[src/rtl/ntt_bram_pkg.sv]
// Shared definitions for the coefficient BRAM and the read streamer.
package ntt_bram_pkg;

   localparam int BRAM_DW = 18;
   localparam int BRAM_AW = 9;

   typedef enum logic [1:0] {
      ST_IDLE  = 2'd0,
      ST_RUN   = 2'd1,
      ST_DRAIN = 2'd2
   } state_t;

endpackage

[src/rtl/stream_fifo.sv]
// Small first-word-fall-through FIFO; head is visible combinationally whenever cnt != 0.
module stream_fifo #(
   parameter int W     = 19,
   parameter int DEPTH = 3,
   parameter int CW    = $clog2(DEPTH + 1)
) (
   input  logic          clk,
   input  logic          rst,
   input  logic          push,
   input  logic [W-1:0]  push_data,
   input  logic          pop,
   output logic [W-1:0]  head,
   output logic [CW-1:0] cnt
);

   localparam int PW = (DEPTH > 1) ? $clog2(DEPTH) : 1;

   logic [W-1:0]  mem [DEPTH];
   logic [PW-1:0] wr_q, wr_d;
   logic [PW-1:0] rd_q, rd_d;
   logic [CW-1:0] cnt_q, cnt_d;
   logic          pop_ok;

   assign pop_ok = pop && (cnt_q != '0);
   assign head   = mem[rd_q];
   assign cnt    = cnt_q;

   always_comb begin
      wr_d  = wr_q;
      rd_d  = rd_q;
      cnt_d = cnt_q;
      if (push) begin
         wr_d = (wr_q == PW'(DEPTH - 1)) ? '0 : wr_q + PW'(1);
      end
      if (pop_ok) begin
         rd_d = (rd_q == PW'(DEPTH - 1)) ? '0 : rd_q + PW'(1);
      end
      // Simultaneous push and pop leaves the count unchanged.
      case ({push, pop_ok})
         2'b10:   cnt_d = cnt_q + CW'(1);
         2'b01:   cnt_d = cnt_q - CW'(1);
         default: cnt_d = cnt_q;
      endcase
   end

   always_ff @(posedge clk or posedge rst) begin
      if (rst) begin
         wr_q  <= '0;
         rd_q  <= '0;
         cnt_q <= '0;
      end else begin
         wr_q  <= wr_d;
         rd_q  <= rd_d;
         cnt_q <= cnt_d;
      end
   end

   always_ff @(posedge clk) begin
      if (push) begin
         mem[wr_q] <= push_data;
      end
   end

endmodule

[src/rtl/bram_rd_streamer.sv]
// Streams len sequential BRAM words from base_addr out as a valid/ready burst,
// hiding the one-cycle BRAM read latency behind a 3-deep output FIFO.
module bram_rd_streamer
   import ntt_bram_pkg::*;
#(
   parameter int DW     = BRAM_DW,
   parameter int AW     = BRAM_AW,
   parameter int FDEPTH = 3
) (
   input  logic          clk,
   input  logic          rst,
   input  logic          start,
   input  logic [AW-1:0] base_addr,
   input  logic [AW:0]   len,
   output logic          busy,
   output logic          done,
   output logic [AW-1:0] rd_addr,
   input  logic [DW-1:0] rd_dout,
   output logic [DW-1:0] m_data,
   output logic          m_valid,
   input  logic          m_ready,
   output logic          m_last
);

   localparam int CW = $clog2(FDEPTH + 1);

   state_t        state_q, state_d;
   logic [AW-1:0] addr_q, addr_d;
   logic [AW:0]   remain_q, remain_d;
   logic          pend_q, pend_d;
   logic          pend_last_q, pend_last_d;
   logic          done_q, done_d;
   logic          issue, pop, fifo_valid;
   logic [CW-1:0] fifo_cnt;
   logic [DW:0]   head;

   stream_fifo #(.W(DW + 1), .DEPTH(FDEPTH), .CW(CW)) u_fifo (
      .clk       (clk),
      .rst       (rst),
      .push      (pend_q),
      .push_data ({pend_last_q, rd_dout}),
      .pop       (pop),
      .head      (head),
      .cnt       (fifo_cnt)
   );

   assign fifo_valid = (fifo_cnt != '0);
   assign m_valid    = fifo_valid;
   assign m_data     = fifo_valid ? head[DW-1:0] : '0;
   assign m_last     = fifo_valid & head[DW];
   assign pop        = fifo_valid & m_ready;
   assign rd_addr    = addr_q;
   assign busy       = (state_q != ST_IDLE);
   assign done       = done_q;

   // The in-flight read counts against FIFO space so its data always has a slot.
   assign issue = (state_q == ST_RUN) && (remain_q != '0) &&
                  ((int'(fifo_cnt) + int'(pend_q)) < FDEPTH);

   always_comb begin
      state_d     = state_q;
      addr_d      = addr_q;
      remain_d    = remain_q;
      pend_d      = issue;
      pend_last_d = issue && (remain_q == (AW + 1)'(1));
      done_d      = 1'b0;
      case (state_q)
         ST_IDLE: begin
            if (start) begin
               addr_d   = base_addr;
               remain_d = len;
               if (len == '0) begin
                  done_d = 1'b1;
               end else begin
                  state_d = ST_RUN;
               end
            end
         end
         ST_RUN: begin
            if (issue) begin
               addr_d   = addr_q + AW'(1);
               remain_d = remain_q - (AW + 1)'(1);
            end
            if (pop && m_last) begin
               done_d  = 1'b1;
               state_d = ST_IDLE;
            end else if ((remain_q == '0) && !pend_q) begin
               state_d = ST_DRAIN;
            end
         end
         ST_DRAIN: begin
            if ((pop && m_last) || !fifo_valid) begin
               done_d  = 1'b1;
               state_d = ST_IDLE;
            end
         end
         default: state_d = ST_IDLE;
      endcase
   end

   always_ff @(posedge clk or posedge rst) begin
      if (rst) begin
         state_q     <= ST_IDLE;
         addr_q      <= '0;
         remain_q    <= '0;
         pend_q      <= 1'b0;
         pend_last_q <= 1'b0;
         done_q      <= 1'b0;
      end else begin
         state_q     <= state_d;
         addr_q      <= addr_d;
         remain_q    <= remain_d;
         pend_q      <= pend_d;
         pend_last_q <= pend_last_d;
         done_q      <= done_d;
      end
   end

endmodule

[config.mk]
export PLATFORM = sky130hd
export DESIGN_NAME = bram_rd_streamer
export DESIGN_NICKNAME = d
export VERILOG_FILES = /design/src/rtl/ntt_bram_pkg.sv /design/src/rtl/stream_fifo.sv /design/src/rtl/bram_rd_streamer.sv
export SDC_FILE = /design/constraint.sdc
export NUM_CORES = 1
export LEC_CHECK = 0
export CORE_MARGIN = 5
export CORE_UTILIZATION = 45
export DETAILED_ROUTE_END_ITERATION = 8
export PLACE_DENSITY = 0.73
export SLEW_MARGIN = 20
export SYNTH_ARGS = -nofsm -noshare
export SYNTH_HDL_FRONTEND = slang
export SYNTH_HIERARCHICAL = 1
export SYNTH_SLANG_ARGS = --single-unit
export TNS_END_PERCENT = 1
[constraint.sdc]
create_clock -name clk -period 4.3 [get_ports clk]
set_clock_uncertainty 0.05 [all_clocks]
set_input_delay 0.645 -clock clk [delete_from_list [all_inputs] [get_ports clk]]
set_output_delay 0.645 -clock clk [all_outputs]
set_load 0.005 [all_outputs]
==> reports/metrics.csv <==
stage,metric,value,unit
outcome,status,finished clean,
logic_synthesis,seq_area_frac_synth,60.0,%
floorplan,io_pins,72,
sta,rsz0062_at_grt,no,
layout,antennaDiodeCount,0,
layout,final_net_count,457,
floorplan,core-area,8810,µm²
clocking,hold_buffers,0,
clocking,cts_buffers,9,
worst_hold_path,worstHoldStart,pend_last_q$_DFF_PP0_,
logic_synthesis,synth_nets,391,
logic_synthesis,avgSynthCellArea,11.9,µm²
detailed_routing,drtIter0Drc,110,
power,p_comb_share,45.3,%
logic_synthesis,synthFlopType,edfxtp_1,
sta,timing.final.crit_share,73.4,%
place,dpl.hpwl,5810,µm
setup_path,cp.arrival,2.46,ns
floorplan,rows,34,
global_route,antenna_found_initial,0,
setup_path,startpoint,u_fifo/rd_q[1]$_DFFE_PP0P_,
layout,final_common_cell,clkdlybuf4s50_1,
detailed_routing,routed-via-count,2885,
setup_path,rrSetupSlack,1.54,ns
place,placed_area,4870,µm²
place,place_ws,1.40,ns
sta,setup_violations,0,
clocking,clkSlewWorstSetupHoldPaths,0.09,ns
logic_synthesis,synth_cell_types,53,
global_route,first_global_vias,2888,
power,ir_drop,0.000306,V
floorplan,start_util,46.6,%
power,intPower,0.00223,W
clocking,worstSkewPairLatency,0.35,ns
clocking,cts_setup_buffers,0,
floorplan,dieArea,11100,µm²
logic_synthesis,ys_ff_latch,87,
sta,maxSlewHeadroom,28.6,%
clocking,post_cts_resized,0,
power,p_switching,0.00135,W
setup_path,crit_type,register to output port,
power,p_sw_share,37.7,%
power,clkPwrFrac,14.5,%
logic_synthesis,synthArstFlopShare,34.5,%
detailed_routing,routedWlPerCell,16.4,µm
sta,setup_ws,1.14,ns
logic_synthesis,yosys_warnings,6,
logic_synthesis,syn_inst,344,
layout,area_growth,23.4,%
setup_path,worstPathMaxFanout,33,
clocking,cts_buffer_depth,2,
global_route,gr-total-overflow,0,
detailed_routing,drt_wl_total,8580,µm
layout,fin_util,57.5,%
global_route,grt_pass1_wl,14000,µm
detailed_routing,viasPerCell,5.52,
logic_synthesis,syn_area,4100,µm²
layout,fin_area,5070,µm²
worst_hold_path,hold_path.class,register to register,
floorplan,die_height,105,µm
detailed_routing,ant_nets,0,
layout,drive_gt1_share,9.16,%
sta,tightest_slew,1.07,ns
clocking,cts_tree,done,
setup_path,worstPathRequired,3.61,ns
setup_path,slowest_delay,1.04,ns
logic_synthesis,synth_edf_count,57,
detailed_routing,dr.pass1.iters,4,
power,leakage,1.84,nW
sta,fin_setup_tns,0,ns
clocking,cts-root-buf,clkbuf_8,
flow_run,cap_viol_max_count,0,
clocking,clock-sinks,87,
sta,finalMaxSlewViolations,0,
place,place.gp.congestion,0.780,
place,portBuffers,71,
sta,finalHoldViolCount,0,
power,p_per_area,707,nW/µm²
power,p_seq_share,40.2,%
sta,fmax,317,MHz
global_route,grtUsageTotal,15.9,%
setup_path,slowest_stage,dfrtp_1,
layout,final_cell_mix,"71 x clkdlybuf4s50_1, 57 x edfxtp_1, 34 x nand2_1",
setup_path,end_kind,output port,
floorplan,die_w,105,µm
clocking,h-tree-depth,3,
setup_path,r2r_start,remain_q[0]$_DFFE_PP0P_,
setup_path,critPathLaunchType,register,
global_route,grt_max_degree,34,
detailed_routing,drc_errors,0,
setup_path,path_cells,buf_4 > nand2_1 > o21ai_1 > and2_1 > clkdlybuf4s50_1,
sta,finalCriticalPeriod,3.16,ns
## cell type report
cell class | instances | area, µm²
Timing Repair Buffer | 76 | 752
Fill cell | 731 | 3740
Tap cell | 108 | 135
Sequential cell | 87 | 2460
Clock inverter | 7 | 53.8
Clock buffer | 9 | 124
Inverter | 6 | 22.5
Multi-Input combinational cell | 230 | 1520
## layer usage
layer  GRT usage [%]  wire (µm)
met5               0          0
met4            6.48        161
met3            3.61        496
met2            26.3       4170
met1            20.2       3750
## metrics by stage
stage / hold slack [ns] / power [W] / instances
final: 0.439 / 0.00358 / 523
after detailed placement: 0.412 / 0.00309 / 506
after floorplan: 0.386 / 0.00244 / 344
after CTS: 0.435 / 0.00361 / 522
after global placement: 0.394 / 0.00304 / 506
after global routing: 0.456 / 0.00383 / 523
## cell families after synthesis
kind of cell / share of synthesized area [%]
simple gates: 15.2
compound gates: 13.7
flops: 60.0
buf+inv: 3.51
mux: 5.15
fa+ha+maj: 1.83
xor+xnor: 0.640
## critical path, delay by kind of cell, from the launching register on
kind / cells / cell delay (ns)
flip-flops: 1 / 1.04
AO/OA/AOI/OAI: 1 / 0.06
buffers and inverters: 2 / 0.80
AND/OR/NAND/NOR: 2 / 0.20
## sequential cells by signal, indices dropped and copies added, names as in the netlist
name,flops
done,1
pend_last_q,1
pend_q,1
rd_addr,9
remain_q,10
state_q,2
u_fifo/cnt,2
u_fifo/mem,57
u_fifo/rd_q,2
u_fifo/wr_q,2
## path summary, 6_finish.rpt
| kind | cells past startpoint | endpoint |
|---|---|---|
| min in group asynchronous | 2 | u_fifo/wr_q[0]$_DFFE_PP0P_ |
| hold / removal | 0 | u_fifo/mem[0][18]$_DFFE_PP_ |
| hold reg to reg | 0 | u_fifo/mem[0][18]$_DFFE_PP_ |
| max in group asynchronous | 2 | state_q[1]$_DFFE_PP0P_ |
| setup / recovery | 5 | m_data[13] |
| setup reg to reg | 7 | remain_q[6]$_DFFE_PP0P_ |
## Yosys cell counts (2+ instances only)
master / n / area share (%)
a211oi_1: 5 / 0.91
a21o_1: 3 / 0.55
a21oi_1: 13 / 1.6
a2bb2oi_1: 3 / 0.64
a31oi_1: 2 / 0.30
and2_1: 21 / 3.2
and4_1: 2 / 0.43
buf_2: 4 / 0.49
buf_4: 2 / 0.37
buf_8: 2 / 0.73
clkbuf_1: 11 / 1.0
dfrtp_1: 30 / 18
edfxtp_1: 57 / 42
ha_1: 6 / 1.8
inv_1: 5 / 0.46
mux2i_1: 20 / 4.9
nand2_1: 34 / 3.1
nand2b_1: 2 / 0.30
nand3_1: 7 / 0.85
nand4_1: 2 / 0.30
nor2_1: 13 / 1.2
nor3_1: 4 / 0.49
nor3_2: 2 / 0.49
nor3b_1: 2 / 0.37
nor4_1: 7 / 1.1
o21a_1: 3 / 0.55
o21ai_0: 4 / 0.49
o21ai_1: 32 / 3.9
o22ai_1: 6 / 0.91
o2bb2a_4: 2 / 0.98
o31ai_1: 9 / 1.6
or2_2: 3 / 0.46
or3_1: 3 / 0.46
or4_1: 2 / 0.37
or4_4: 2 / 0.55
xnor2_1: 2 / 0.43
## power groups by stage
stage / Combinational [W] / Sequential (W) / Clock [W]
floorplan: 0.00110 / 0.00134 / 0
global placement: 0.00160 / 0.00144 / 0
detailed placement: 0.00164 / 0.00145 / 0
CTS: 0.00164 / 0.00144 / 0.000528
global route: 0.00179 / 0.00148 / 0.000560
finish: 0.00162 / 0.00144 / 0.000519
No activity file was read; power rests on OpenSTA's default activity.
